--- config.mk ---
export PLATFORM = sky130hd
export DESIGN_NAME = sim_ctrl_monitor
export DESIGN_NICKNAME = d
export VERILOG_FILES = /design/src/rtl/sim_ctrl_pkg.sv /design/src/rtl/sim_ctrl_arbiter.sv /design/src/rtl/sim_ctrl_monitor.sv
export SDC_FILE = /design/constraint.sdc
export NUM_CORES = 1
export LEC_CHECK = 0
export CORE_MARGIN = 10
export CORE_UTILIZATION = 30
export CTS_BUF_LIST = sky130_fd_sc_hd__clkbuf_16
export DETAILED_ROUTE_END_ITERATION = 8
export SLEW_MARGIN = 20
export SYNTH_ARGS = -nofsm -noshare
export SYNTH_HDL_FRONTEND = slang
export SYNTH_HIERARCHICAL = 1
export SYNTH_SLANG_ARGS = --single-unit
--- constraint.sdc ---
create_clock -name clk -period 3.1 [get_ports clk]
set_input_delay 0.93 -clock clk [delete_from_list [all_inputs] [get_ports clk]]
set_output_delay 0.93 -clock clk [all_outputs]
set_load 0.01 [all_outputs]
--- src/rtl/sim_ctrl_pkg.sv ---
// Shared types and constants for the simulation-control monitor.
package sim_ctrl_pkg;

  typedef enum logic [2:0] {
    ST_NONE     = 3'd0,
    ST_PASS     = 3'd1,
    ST_FAIL     = 3'd2,
    ST_EXIT_OK  = 3'd3,
    ST_EXIT_ERR = 3'd4,
    ST_TIMEOUT  = 3'd5,
    ST_HANG     = 3'd6
  } status_e;

  typedef enum logic [1:0] {
    S_HOLD = 2'd0,
    S_RUN  = 2'd1,
    S_DONE = 2'd2
  } state_e;

  localparam logic [31:0] EXIT_CODE_FAIL      = 32'd1;
  localparam logic [31:0] EXIT_CODE_TIMEOUT   = 32'hFFFF_FFFF;
  localparam logic [31:0] EXIT_CODE_HANG_BASE = 32'hDEAD_0000;

endpackage

--- src/rtl/sim_ctrl_arbiter.sv ---
// Lowest-index priority encoder: reports whether any request is set and
// the index of the lowest one.
module sim_ctrl_arbiter #(
  parameter int N = 2,
  parameter int W = 1
) (
  input  logic [N-1:0] req_i,
  output logic         found_o,
  output logic [W-1:0] idx_o
);

  // Scan from the top so the lowest set request is the last one written.
  always_comb begin
    found_o = 1'b0;
    idx_o   = '0;
    for (int i = N - 1; i >= 0; i--) begin
      if (req_i[i]) begin
        found_o = 1'b1;
        idx_o   = W'(i);
      end
    end
  end

endmodule

--- src/rtl/sim_ctrl_monitor.sv ---
// Simulation-control monitor: sequences core reset release, counts run
// cycles against a limit and resolves per-channel pass/fail/exit reports
// into one sticky verdict.
// Optional idle (hang) watchdog: define SIM_CTRL_MONITOR_IDLE_WDT_EN.
//
// state  | meaning
// HOLD   | cores held in reset for RESET_WAIT_CYCLES, reports ignored
// RUN    | cores running, cycle counter live, reports resolved
// DONE   | verdict latched, everything frozen until restart or reset
module sim_ctrl_monitor
  import sim_ctrl_pkg::*;
#(
  parameter int NUM_CH            = 2,
  parameter int CNT_W             = 32,
  parameter int RESET_WAIT_CYCLES = 4,
  parameter int WAIT_ALL          = 1,
  parameter int IDLE_LIMIT        = 1024
) (
  input  logic                                         clk,
  input  logic                                         rst_n,
  input  logic                                         soft_rst_req_i,
  input  logic [CNT_W-1:0]                             max_cycles_i,
  input  logic [NUM_CH-1:0]                            passed_i,
  input  logic [NUM_CH-1:0]                            failed_i,
  input  logic [NUM_CH-1:0]                            exit_valid_i,
  input  logic [NUM_CH*32-1:0]                         exit_value_i,
  input  logic [NUM_CH-1:0]                            retire_i,
  output logic                                         core_rst_no,
  output logic                                         done_o,
  output logic [2:0]                                   status_o,
  output logic [((NUM_CH > 1) ? $clog2(NUM_CH) : 1)-1:0] fail_ch_o,
  output logic [31:0]                                  exit_code_o,
  output logic [CNT_W-1:0]                             cycle_cnt_o
);

  localparam int CH_W   = (NUM_CH > 1) ? $clog2(NUM_CH) : 1;
  localparam int HOLD_W = (RESET_WAIT_CYCLES > 1) ? $clog2(RESET_WAIT_CYCLES) : 1;
  localparam logic [HOLD_W-1:0] HOLD_LOAD = HOLD_W'(RESET_WAIT_CYCLES - 1);

  state_e             state_q, state_d;
  logic [HOLD_W-1:0]  hold_q, hold_d;
  logic [CNT_W-1:0]   cnt_q, cnt_d;
  logic [NUM_CH-1:0]  fin_q, fin_d;
  logic [NUM_CH-1:0]  xok_q, xok_d;
  logic               core_q, core_d;
  logic               done_q, done_d;
  status_e            status_q, status_d;
  logic [CH_W-1:0]    fail_ch_q, fail_ch_d;
  logic [31:0]        code_q, code_d;

  logic [NUM_CH-1:0]  exit_nz;
  logic [NUM_CH-1:0]  bad_now, ok_exit_now, ok_now;
  logic               bad_found, hang_found;
  logic [CH_W-1:0]    bad_idx, hang_idx;
  logic [31:0]        bad_value;
  logic               all_ok, via_exit, timeout;

  // Classify each channel's reports for this cycle.
  always_comb begin
    exit_nz = '0;
    for (int k = 0; k < NUM_CH; k++) begin
      exit_nz[k] = |exit_value_i[32*k +: 32];
    end
  end

  assign bad_now     = failed_i | (exit_valid_i & exit_nz);
  assign ok_exit_now = exit_valid_i & ~exit_nz;
  assign ok_now      = passed_i | ok_exit_now;
  assign timeout     = (max_cycles_i != '0) && (cnt_q >= max_cycles_i);
  assign bad_value   = exit_value_i[32*int'(bad_idx) +: 32];

  // Completion test; an exit report anywhere among the contributors
  // downgrades the verdict from PASS to EXIT_OK.
  always_comb begin
    all_ok   = 1'b0;
    via_exit = 1'b0;
    if (WAIT_ALL != 0) begin
      all_ok   = &(fin_q | ok_now);
      via_exit = |(xok_q | ok_exit_now);
    end else begin
      all_ok   = |ok_now;
      via_exit = |ok_exit_now;
    end
  end

  sim_ctrl_arbiter #(.N(NUM_CH), .W(CH_W)) u_bad_arb (
    .req_i   (bad_now),
    .found_o (bad_found),
    .idx_o   (bad_idx)
  );

`ifdef SIM_CTRL_MONITOR_IDLE_WDT_EN
  localparam int IDLE_W = $clog2(IDLE_LIMIT + 1);
  localparam logic [IDLE_W-1:0] IDLE_LOAD = IDLE_W'(IDLE_LIMIT);

  logic [IDLE_W-1:0] idle_q [NUM_CH];
  logic [IDLE_W-1:0] idle_d [NUM_CH];
  logic [NUM_CH-1:0] hang_vec;

  // Per-channel idle down-counters; reaching zero on an unfinished
  // channel flags a hang.
  always_comb begin
    hang_vec = '0;
    for (int k = 0; k < NUM_CH; k++) begin
      idle_d[k]   = idle_q[k];
      hang_vec[k] = ~fin_q[k] && (idle_q[k] == '0);
      if (soft_rst_req_i || state_q == S_HOLD) begin
        idle_d[k] = IDLE_LOAD;
      end else if (state_q == S_RUN) begin
        if (retire_i[k] || fin_q[k]) begin
          idle_d[k] = IDLE_LOAD;
        end else if (idle_q[k] != '0) begin
          idle_d[k] = idle_q[k] - IDLE_W'(1);
        end
      end
    end
  end

  // Idle counter registers.
  always_ff @(posedge clk or negedge rst_n) begin
    if (!rst_n) begin
      for (int k = 0; k < NUM_CH; k++) idle_q[k] <= IDLE_LOAD;
    end else begin
      for (int k = 0; k < NUM_CH; k++) idle_q[k] <= idle_d[k];
    end
  end

  sim_ctrl_arbiter #(.N(NUM_CH), .W(CH_W)) u_hang_arb (
    .req_i   (hang_vec),
    .found_o (hang_found),
    .idx_o   (hang_idx)
  );
`else
  logic unused_retire;
  assign unused_retire = ^{retire_i, (IDLE_LIMIT > 0)};
  assign hang_found    = 1'b0;
  assign hang_idx      = '0;
`endif

  // Next-state and verdict resolution.
  always_comb begin
    state_d   = state_q;
    hold_d    = hold_q;
    cnt_d     = cnt_q;
    fin_d     = fin_q;
    xok_d     = xok_q;
    core_d    = core_q;
    done_d    = done_q;
    status_d  = status_q;
    fail_ch_d = fail_ch_q;
    code_d    = code_q;
    if (soft_rst_req_i) begin
      state_d   = S_HOLD;
      hold_d    = HOLD_LOAD;
      cnt_d     = '0;
      fin_d     = '0;
      xok_d     = '0;
      core_d    = 1'b0;
      done_d    = 1'b0;
      status_d  = ST_NONE;
      fail_ch_d = '0;
      code_d    = '0;
    end else begin
      case (state_q)
        S_HOLD: begin
          if (hold_q == '0) begin
            state_d = S_RUN;
            core_d  = 1'b1;
          end else begin
            hold_d = hold_q - HOLD_W'(1);
          end
        end
        S_RUN: begin
          cnt_d = (&cnt_q) ? cnt_q : cnt_q + CNT_W'(1);
          fin_d = fin_q | ok_now;
          xok_d = xok_q | ok_exit_now;
          if (bad_found) begin
            state_d   = S_DONE;
            done_d    = 1'b1;
            fail_ch_d = bad_idx;
            if (failed_i[bad_idx]) begin
              status_d = ST_FAIL;
              code_d   = EXIT_CODE_FAIL;
            end else begin
              status_d = ST_EXIT_ERR;
              code_d   = bad_value;
            end
          end else if (hang_found) begin
            state_d   = S_DONE;
            done_d    = 1'b1;
            status_d  = ST_HANG;
            fail_ch_d = hang_idx;
            code_d    = EXIT_CODE_HANG_BASE | 32'(hang_idx);
          end else if (timeout) begin
            state_d  = S_DONE;
            done_d   = 1'b1;
            status_d = ST_TIMEOUT;
            code_d   = EXIT_CODE_TIMEOUT;
          end else if (all_ok) begin
            state_d  = S_DONE;
            done_d   = 1'b1;
            status_d = via_exit ? ST_EXIT_OK : ST_PASS;
            code_d   = '0;
          end
        end
        default: ;
      endcase
    end
  end

  // State and output registers.
  always_ff @(posedge clk or negedge rst_n) begin
    if (!rst_n) begin
      state_q   <= S_HOLD;
      hold_q    <= HOLD_LOAD;
      cnt_q     <= '0;
      fin_q     <= '0;
      xok_q     <= '0;
      core_q    <= 1'b0;
      done_q    <= 1'b0;
      status_q  <= ST_NONE;
      fail_ch_q <= '0;
      code_q    <= '0;
    end else begin
      state_q   <= state_d;
      hold_q    <= hold_d;
      cnt_q     <= cnt_d;
      fin_q     <= fin_d;
      xok_q     <= xok_d;
      core_q    <= core_d;
      done_q    <= done_d;
      status_q  <= status_d;
      fail_ch_q <= fail_ch_d;
      code_q    <= code_d;
    end
  end

  assign core_rst_no = core_q;
  assign done_o      = done_q;
  assign status_o    = status_q;
  assign fail_ch_o   = fail_ch_q;
  assign exit_code_o = code_q;
  assign cycle_cnt_o = cnt_q;

endmodule

==> results.md <==
- Initial antenna violation count: 1
- Root buf cell: clkbuf_16
- Slew @ Worst Pin: 687 ps
- Mean area per synthesized cell: 8.85 µm²
- Die height: 153 µm
- Clock Skews: 12.6 ps
- Fill count: 1638
- Internal power: 2030 µW
- Lkg Pwr: 0.00380 µW
- CTS sink cnt: 78
- Worst vdd rail ir drop: 0.308 mV
- PnR Total Power: 2910 µW
- Async set-reset flop share out of synthesis: 1.00
- Final WS setup: 63.2 ps
- CP Max Fanout: 37
- Switching Share: 0.304
- Largest cells by area after synthesis: dfrtp_1 36%, ha_1 8.0%, mux2i_1 6.2%, inv_1 5.4%, and2_1 3.7%
- Clk_lat worst skew: 350 ps
- HPWL after detailed placement: 15.2 mm
- Core Footprint: 17400 µm²
- Max-cap violation count: 0
- Final WL: 20.6 mm
- Largest area contributor in the synthesized netlist: dfrtp_1
- Clock power frac: 0.354
- Post-synth EDFFs: 0
- Seq pwr share: 0.383
- Die Area: 23600 µm²
- Die Wd: 153 µm
- Post-synth net total: 745
- Starting Density: 0.308
- Routed vias/inst: 5.10
- Vias in the first global route: just under 6k
- Worst Setup End Kind: flop
- Htree depth: 3
- DRC viols: 0
- Final core utilization: 0.504
- Largest net degree at the start of global routing: 60
- WHS: 475 ps
- Fin crit period: 3040 ps
- RSZ-0062 raised after global routing: yes
- Ys flop type: dfrtp_1
- CTS tree: yes
- Yosys top cell area share: 0.356
- Net Sw Power: 885 µW
- Syn. warnings: 6
- Clock Path Buffers: 2
- Outcome: finished clean
- Hold_buf cts: 0
- Worst hold path class: primary input to async pin
- First-pass GRT wire length: 32.4 mm
- Netlist cell types: 61
- Post-Synthesis Cell Area: 5350 µm²
- Setup Slack @ Placement: -753 ps
- Fmax: about 0.33 GHz
- Total gr overflow: 0
- Pwr dens: 333 nW/µm²
- Final Hold Fails: 0
- Layout area overhead: 63.5%
- IO buf count: 174
- Wire per inst: 19.1 µm
- Routability cong.: 0.839
- Number of DRC markers in iteration 0: 388
- Period utilisation layout: 0.980
- Critical path class: primary input to flop
- CP required: 3340 ps
- Crit start category: primary input
- CTS Buf Count: 9
- Slew headroom: 0.541
- NumNets Final: 990
- FP Rows: 48
- Layout cell share with drive strength beyond 1: 0.249
- Seq cells post-synth: 78
- Cells after Synth: around 600
- Pins Over Slew Limit: 0
- Post-synthesis sequential area ratio: 0.366
- Gr usage total: 0.170
- Combinational fraction of design power: 0.263
- DRT Pass-1 Iters: 5
- CP arrival: 3270 ps
- Final setup viols: 0
- Via count: 5511
- Worst-path clk slew: 70 ps
- Antenna Nets Post-Route: 0
- I/O pin cnt: about 180
state kept, by name, summed over array words and instances, names as in the netlist:
name,cells
status_o,3
exit_code_o,32
fin_q,2
cycle_cnt_o,32
hold_q,2
state_q,2
done_o,1
fail_ch_o,1
xok_q,2
core_rst_no,1
critical path: stages:
cell and delay (ps):
dlygate4sd2_1 260, nor4_2 280, nand4_1 220, o21ai_1 180
nand2b_1 80, or2_4 260, buf_6 190, and3_1 200
a211oi_4 260, buf_6 170, buf_12 140, o22ai_2 80
layer usage:
layer	wire (µm)	vias to the layer above	GRT usage
met2	9700	180	0.280
li1	-	2664	-
met5	0	-	0
met4	471	0	0.0540
met1	9190	2639	0.214
met3	1220	28	0.0407
placed cells by master, fill, tap and decap left out, drive strengths merged, types with 3 or more instances in the layout:
master,instances
clkdlybuf4s50,78
and2,32
dlygate4sd2,38
nand3,16
or2,3
nor4,31
and3,5
clkinv,3
nand2b,3
dfrtp,76
ha,34
mux2i,33
xnor2,20
a21oi,31
and4,8
inv,80
nor2b,3
o211ai,5
nor2,42
clkbuf,24
nor3,16
buf,93
o22ai,31
a211oi,3
xor2,7
a22o,3
nand4,23
clkdlybuf4s15,22
dlymetal6s2s,17
o21ai,17
nand2,21
power groups by stage:
| stage | registers [µW] | clock network (µW) | logic (µW) |
|---|---|---|---|
| global placement | 1130 | 0 | 663 |
| floorplan | 1140 | 0 | 272 |
| global route | 1120 | 1100 | 836 |
| detailed placement | 1130 | 0 | 667 |
| finish | 1120 | 1030 | 765 |
| CTS | 1120 | 1060 | 747 |
cell usage after synthesis, types with 3 or more instances:
cell and instances:
a22o_1 3, nor2_1 42, o22ai_1 31, nor2b_1 3
and4_1 5, nor4_1 31, buf_2 4, clkbuf_1 16
nand4_1 23, buf_6 5, o21ai_0 17, inv_1 77
nor3_1 16, nand2b_1 3, xor2_1 7, nand2_1 21
mux2i_1 33, dfrtp_1 76, and3_1 4, and2_1 32
o211ai_1 5, xnor2_1 20, nand3_1 15, ha_1 34
a21oi_1 31
path summary, 6_finish.rpt:
| kind | endpoint | slack (ps) | cells past startpoint | from |
|---|---|---|---|---|
| worst max-delay path | exit_code_o[27]$_DFFE_PN0P_ | 60 | 12 | exit_value_i[53] |
| worst min-delay path | exit_code_o[26]$_DFFE_PN0P_ | 470 | 1 | rst_n |
| worst max register to register | exit_code_o[13]$_DFFE_PN0P_ | 310 | 8 | cycle_cnt_o[17]$_DFFE_PN0P_ |
| worst min register to register | core_rst_no$_DFFE_PN0P_ | 500 | 2 | core_rst_no$_DFFE_PN0P_ |
| max in group asynchronous | hold_q[1]$_DFFE_PN1P_ | 1970 | 2 | rst_n |
| min in group clk | core_rst_no$_DFFE_PN0P_ | 500 | 2 | core_rst_no$_DFFE_PN0P_ |
kinds of logic (layout without fill, tap and decap cells):
family / after synthesis / after routing / synth area share
and+or+nand+nor: 210 / 210 / 0.219
adders and majority gates: 34 / 34 / 0.0796
muxes: 34 / 34 / 0.0639
buffers and inverters: 107 / 357 / 0.0840
xor gates and xnor gates: 27 / 27 / 0.0442
other: 0 / 1 / 0
DFF: 78 / 78 / 0.366
AOI/OAI and AO/OA: 114 / 114 / 0.144
per-stage QoR:
stage | cells | TNS, ps | area [µm²]
after floorplan | 604 | 0 | 5350
after global placement | 1047 | -27400 | 7820
after detailed placement | 1047 | -27120 | 7820
after CTS | 1077 | 0 | 8550
after global routing | 1080 | -297 | 8740
final | 1080 | 0 | 8740
timing repair:
action	CTS	global route
setup endpoints to repair	38	35
gates resized for setup	151	99
hold endpoints to repair	0	0
setup buffers	9	2
gates cloned	5	0
pin swaps	42	34
area by class of cell:
cell class / count / area [µm²] / share of cell area
multi-input combinational: 419 / 3430 / 0.392
timing repair buffer: 263 / 2500 / 0.286
sequential: 78 / 1950 / 0.224
inverter: 78 / 293 / 0.0335
tap: 225 / 282 / 0.0322
clock buffer: 9 / 225 / 0.0258
clock inverter: 7 / 57.6 / 0.00658
antenna: 1 / 2.50 / 0.000286
No activity file was read; power rests on OpenSTA's default activity.
